## config.mk

```make
export PLATFORM = sky130hd
export DESIGN_NAME = serial_parity_tx
export DESIGN_NICKNAME = d
export VERILOG_FILES = /design/src/rtl/serial_parity_tx.sv
export SDC_FILE = /design/constraint.sdc
export NUM_CORES = 1
export LEC_CHECK = 0
export CAP_MARGIN = 25
export CORE_MARGIN = 4
export CORE_UTILIZATION = 58
export CTS_CLUSTER_DIAMETER = 50
export CTS_CLUSTER_SIZE = 12
export DETAILED_ROUTE_END_ITERATION = 6
export DONT_BUFFER_PORTS = 1
export PLACE_DENSITY_LB_ADDON = 0.1
export SETUP_SLACK_MARGIN = 0.02
export SLEW_MARGIN = 20
export SYNTH_ARGS = -nofsm -noshare
export SYNTH_HDL_FRONTEND = slang
export SYNTH_SLANG_ARGS = --single-unit
```

## constraint.sdc

```tcl
create_clock -name clk -period 1.7 [get_ports clk]
set_input_delay 0.34 -clock clk [delete_from_list [all_inputs] [get_ports clk]]
set_output_delay 0.34 -clock clk [all_outputs]
set_load 0.02 [all_outputs]
```

## src/rtl/serial_parity_tx.sv

```systemverilog
// Parity-framed serial transmitter: start bit, WIDTH data bits LSB-first, parity bit, stop bit.
// Define PARITY_ODD_EN for odd parity; the default build sends even parity.
module serial_parity_tx #(
    parameter int WIDTH        = 8,
    parameter int CLKS_PER_BIT = 1
) (
    input  logic             clk,
    input  logic             rst_n,
    input  logic [WIDTH-1:0] data_in,
    input  logic             load,
    output logic             ready,
    output logic             tx_out,
    output logic             busy,
    output logic             done
);
    localparam int TW = (CLKS_PER_BIT > 1) ? $clog2(CLKS_PER_BIT) : 1;
    localparam int BW = (WIDTH > 1) ? $clog2(WIDTH) : 1;
    localparam logic [TW-1:0] TICK_LAST = TW'(CLKS_PER_BIT - 1);
    localparam logic [BW-1:0] BIT_LAST  = BW'(WIDTH - 1);

    typedef enum logic [2:0] {
        IDLE   = 3'd0,
        START  = 3'd1,
        DATA   = 3'd2,
        PARITY = 3'd3,
        STOP   = 3'd4
    } state_t;

    state_t           state, state_n;
    logic [TW-1:0]    tick, tick_n;
    logic [BW-1:0]    bit_cnt, bit_cnt_n;
    logic [WIDTH-1:0] shift, shift_n;
    logic             parity, parity_n;
    logic             tx_n, ready_n, busy_n, done_n;
    logic             bit_end;
    logic             word_parity;

`ifdef PARITY_ODD_EN
    assign word_parity = ~^data_in;
`else
    assign word_parity = ^data_in;
`endif

    // Compared with >= so an out-of-range count still ends the bit instead of running on.
    assign bit_end = (tick >= TICK_LAST);

    always_comb begin
        state_n   = state;
        tick_n    = tick;
        bit_cnt_n = bit_cnt;
        shift_n   = shift;
        parity_n  = parity;

        if (state != IDLE) begin
            tick_n = bit_end ? '0 : tick + 1'b1;
        end

        case (state)
            IDLE: begin
                tick_n    = '0;
                bit_cnt_n = '0;
                if (load) begin
                    state_n  = START;
                    shift_n  = data_in;
                    parity_n = word_parity;
                end
            end
            START: begin
                if (bit_end) state_n = DATA;
            end
            DATA: begin
                if (bit_end) begin
                    shift_n = shift >> 1;
                    if (bit_cnt >= BIT_LAST) begin
                        bit_cnt_n = '0;
                        state_n   = PARITY;
                    end else begin
                        bit_cnt_n = bit_cnt + 1'b1;
                    end
                end
            end
            PARITY: begin
                if (bit_end) state_n = STOP;
            end
            STOP: begin
                if (bit_end) state_n = IDLE;
            end
            default: begin
                state_n   = IDLE;
                tick_n    = '0;
                bit_cnt_n = '0;
            end
        endcase

        // Outputs are decoded from the next state so they can be registered without lag.
        case (state_n)
            START:   tx_n = 1'b0;
            DATA:    tx_n = shift_n[0];
            PARITY:  tx_n = parity_n;
            default: tx_n = 1'b1;
        endcase
        ready_n = (state_n == IDLE);
        busy_n  = (state_n != IDLE);
        done_n  = (state_n == STOP) && (tick_n >= TICK_LAST);
    end

    always_ff @(posedge clk or negedge rst_n) begin
        if (!rst_n) begin
            state   <= IDLE;
            tick    <= '0;
            bit_cnt <= '0;
            shift   <= '0;
            parity  <= 1'b0;
            tx_out  <= 1'b1;
            ready   <= 1'b1;
            busy    <= 1'b0;
            done    <= 1'b0;
        end else begin
            state   <= state_n;
            tick    <= tick_n;
            bit_cnt <= bit_cnt_n;
            shift   <= shift_n;
            parity  <= parity_n;
            tx_out  <= tx_n;
            ready   <= ready_n;
            busy    <= busy_n;
            done    <= done_n;
        end
    end

endmodule

```

---- Yosys cells after proc, flatten, opt, wreduce, memory -nomap -nowiden ----
Cells that the tools add are included.
operators by class
  add/sub/neg operators ................... 2
  magnitude comparators ................... 3
  eq/ne operators ......................... 10
  multiplexer cells ....................... 19
  bitwise logic cells ..................... 1
  reduce and logical (&&, ||, !) cells .... 11
operators with widths
  cell                                                  number
  two-way mux 3 bit                                     8
  two-way mux 8 bit                                     2
  case mux 8 bit (2 select lines)                       1
  case mux 3 bit (5 select lines)                       1
  equality test 3 x 2 -> 1 bit (second input constant)  4
  XOR reduction 8 bit                                   1
  equality test 3 x 1 -> 1 bit (second input constant)  2
  equality test 3 bit (second input constant)           2
  zero test 3 bit                                       2
  case mux 3 bit (2 select lines)                       1
  nonzero test 3 bit                                    2
  two-way mux 1 bit                                     5
  inequality test 2 bit (second input constant)         2
  OR reduction 4 bit                                    1
  adder 3 x 1 -> 3 bit (second input constant)          1
  >= comparator 3 bit (second input constant)           1
  case mux 1 bit (3 select lines)                       1
  AND reduction 3 bit                                   1
  OR reduction 3 bit                                    1
  >= comparator 1 bit (second input constant)           2
  AND reduction 2 bit                                   1
  nonzero test 2 bit                                    1
  adder 1 bit (second input constant)                   1
  logical AND 1 bit                                     1
  inverter 1 bit                                        1
word-level totals
  register bits ........................... 20
  input port bits ......................... 11
  output and inout port bits .............. 4
  logic and storage cells ................. 56

---- Depth between registers and ports, before layout ----
  word-level depth ........................ 6
  depth in mapped cells ................... 6
  mapped depth without buffers ............ 6

---- Worst setup path after synthesis ----
OpenSTA, ideal clock, no wires.
  path kind ............................... register to register
  from .................................... register bit_cnt[0]
  to ...................................... register tx_out
  library setup time ...................... 94 ps
  data arrival time ....................... 1,329 ps
  data required time ...................... 1,606 ps
  path slack .............................. 277 ps
  stages on the path, launching flop included .. 6
  path buffers ............................ 0
  period minus slack after synthesis ...... 1,423 ps
  cells stage by stage .................... dfrtp_1 ha_1 ha_1 a31oi_1 a21oi_1 o311ai_2
on the way
  cells in the longest elaborated chain, start to end .. 6
  elaborated cells between the ends (all ways) .. 8
  classes of those cells .................. order compare (1); eq/ne (3); mux (4)
RTL lines
  element                                                                       line  text
  from (decl)                                                                   31    logic [BW-1:0] bit_cnt, bit_cnt_n;
  from (signal assigned)                                                        121   bit_cnt <= bit_cnt_n;
  >= comparator 3 bit (*)                                                       74    if (bit_cnt >= BIT_LAST) begin
  two-way mux 3 bit (*)                                                         74
  two-way mux 3 bit (*)                                                         72    if (bit_end) begin
  case mux 3 bit (5 select lines) (*)                                           58    case (state)
  net state_n[0]                                                                29    state_t state, state_n;
  equality test 3 x 2 -> 1 bit or equality test 3 x 1 -> 1 bit (tied branches)  96    case (state_n)
  case mux 1 bit (3 select lines) (*)                                           96
  net tx_n                                                                      34    logic tx_n, ready_n, busy_n, done_n;
  to (signal assigned)                                                          124   tx_out <= tx_n;
  to (decl)                                                                     12    output logic tx_out,
Mark *: on every way through the listed nets, which the timed path passes. The rest lies on a longest branch.
A chain may end at the register's enable or synchronous reset.

---- Worst setup path in the final report ----
Ends and elaborated chain as after synthesis.

==> impl_metrics.tcl <==
set metrics [dict create \
    worstSetupEndpointType "register" \
    yosysWarnings 0 \
    hold_violations 0 \
    routabilityCongestion 0.7728 \
    drive_gt1_frac 0.1340 \
    power_frac_seq 0.496 \
    min_to "ready" \
    synthMuxAreaShare 0.01112 \
    wl_um 1803 \
    diodes 0 \
    clockBufferDepth 2 \
    ys_types 33 \
    report.final.slew_viol_count 0 \
    synth_top_family_by_area "compound AO/OA/AOI/OAI gates" \
    p_int_mw 1.114 \
    die_w_um 49.78 \
    detailed_place_hpwl_um 1248 \
    ys.flop_type "dfrtp_1" \
    cts_tree "yes" \
    synthTopCellsByArea "dfrtp_1 (42%), xnor2_1 (6.9%), a31oi_1 (5.6%), nor2b_1 (5.6%), dfstp_2 (5.2%)" \
    dr_total_vias 701 \
    dp_worst_setup_slack_ns 0.1284 \
    root_buffer "clkbuf_4" \
    cts_made_buffers 3 \
    required_ns 1.91 \
    syn-cell-area_sq_um 1012 \
    clk_pin_slew_ns 0.12 \
    die_y_um 49.78 \
    setup_viol 0 \
    fin_worst_skew_ns 0.01054 \
    first_pass_iters 4 \
    cp-start-kind "register" \
    regArea_sq_um 478.0 \
    synth_compound_gate_area_share 0.2200 \
    p_per_area_nw_per_um2 1835 \
    grt_pass1_wl_um 3187 \
    switching_share 0.4133 \
    ys_seq_area_frac 0.4722 \
    worstMarginPinSlew_ns 0.8241 \
    io_buffer_count 0 \
    yosys-top-cells-count "dfrtp_1 (17), a31oi_1 (9), nor2b_1 (9)" \
    pwr-share-comb 0.383 \
    antenna_left 0 \
    worstSetupPathType "register to register" \
    routed_via_density 6.204 \
    clock_power_share 0.121 \
    rrSetupSlack_ns 0.15 \
    r2r_start "bit_cnt[0]" \
    syn_area_per_cell_sq_um 10.33 \
    vdd_ir_drop_max_v 0.001121 \
    postCtsSetupBuffers 0 \
    htree_num_levels 1 \
    final.setup.worst_slack_ns 0.1466 \
    power_switching_uw 784.8 \
    hp-start "load" \
    maxSlewHeadroom 0.4488 \
    grt_usage 0.1677 \
    fillers 132 \
    status "finished clean" \
    fin_crit_sh 0.9137 \
    drcViolationCount 0 \
    cp_max_fo 4 \
    whs_ns 0.2155 \
    initial_core_util 0.6421 \
    grt_antenna_before_repair 0 \
    ios 15 \
    rsz0062_at_grt "no" \
    synth-simple-area-share 0.1360 \
    wl_per_cell_um 15.96 \
    row_count 14 \
    synthAdderAreaFrac 0.02472 \
    syn-instance-count 98 \
    coreArea_sq_um 1577 \
    dieArea_sq_um 2478 \
    hold_class "input pin to register" \
    cp.arrival_ns 1.76 \
    yosys.area.top_type "dfrtp_1" \
    grt-ovfl-total 0 \
    yosysMostFrequentCell "dfrtp_1" \
    power_leakage_nw 0.4301 \
    clock_latency_ns 0.30 \
    async_reset_ff_frac 1.000 \
    synth_edf_count 0 \
    max-cap-violations 0 \
    crit_start "bit_cnt[0]" \
    synth-xor-area-share 0.06922 \
    dr.first_iter.drc_count 9 \
    reg2reg_depth 5 \
    synth_top_area_share 0.4203 \
    grt_pass1_vias 721 \
    ys_seq_elements 19 \
    setup_tns_ns 0 \
    holdPathStages 3 \
    timing.rr.end "tx_out" \
    synth.net_count 111 \
    clkSinkCount 19 \
    multi_input_area_sq_um 473.0 \
    period_minus_slack_ns 1.553 \
    fmax_mhz 643.8 \
    nets 111 \
    grt_start_max_net_pins 21 \
    area_growth_pct 2.225 \
]
## how the worst max path moves through the flow
stage / end / cells past startpoint / slack [ns]
detailed placement: tx_out / 5 / 0.13
CTS: tx_out / 5 / 0.11
floorplan: tx_out / 5 / 0.28
finish: tx_out / 5 / 0.15
global route: tx_out / 5 / 0.07
global placement: tx_out / 5 / 0.21
## final cells by class
cell class / instances / area share
Inverter: 3 / 0.01088
Timing Repair Buffer: 3 / 0.02418
Clock inverter: 1 / 0.004837
Multi-Input combinational cell: 68 / 0.4571
Clock buffer: 3 / 0.02177
Sequential cell: 19 / 0.4619
Tap cell: 16 / 0.01935
## critical path, cell delays in order (launching register included)
cell,delay [ns]
dfrtp_1,0.43
ha_1,0.21
ha_1,0.21
a31oi_2,0.20
a21oi_1,0.13
o311ai_2,0.29
## power groups by stage
stage | clock network (mW) | registers (mW) | logic [mW]
global route | 0.261 | 0.971 | 0.822
detailed placement | 0 | 0.941 | 0.715
finish | 0.229 | 0.943 | 0.727
CTS | 0.239 | 0.932 | 0.729
global placement | 0 | 0.932 | 0.697
floorplan | 0 | 0.831 | 0.723
## flip-flops by register name, summed over array words and instances (netlist names)
register and cells:
bit_cnt 3, busy 1, done 1, parity 1
ready 1, shift 8, state 3, tx_out 1
## cell families (layout without fill, tap and decap cells)
family	after synthesis	after routing
xor gates and xnor gates	8	8
AOI/OAI and AO/OA	32	32
muxes	1	1
and+or+nand+nor	25	25
buffers and inverters	11	10
adders and majority gates	2	2
DFF	19	19
## per-stage QoR
| stage | total power, mW | area, sq um | instances | util |
|---|---|---|---|---|
| CTS | 1.900 | 1028 | 113 | 0.6524 |
| floorplan | 1.554 | 1012 | 98 | - |
| global route | 2.055 | 1035 | 113 | 0.6563 |
| finish | 1.899 | 1035 | 113 | 0.6563 |
| global placement | 1.628 | 991.0 | 108 | 0.6286 |
| detailed placement | 1.656 | 991.0 | 108 | 0.6286 |
## repair_timing
item | in CTS | in global routing
gates resized for setup | 0 | 1
endpoints found under the setup margin | 0 | 1
endpoints found under the hold margin | 19 | 0
hold buffers | 1 | 0
## layout by cell type (no fill, tap or decap), types with 3 or more instances in the layout
cell type  netlist  routed
dfrtp_1         17      17
nor2b_1          9       9
xnor2_1          8       8
a31oi_1          9       8
o21ai_0          7       7
a22oi_1          6       6
nor2_1           5       5
inv_1            3       3
nand2_1          3       3
clkbuf_4         0       3
## routing by layer
layer	wire length, um	global-route usage	up-vias	part of all wire
met4	0	0.07373	0	0
li1	-	-	347	-
met2	863	0.2599	12	0.48
met5	0	0	-	0
met1	866	0.2237	342	0.48
met3	74	0.03614	0	0.041
Note: power is estimated with default switching activity, not from simulation.
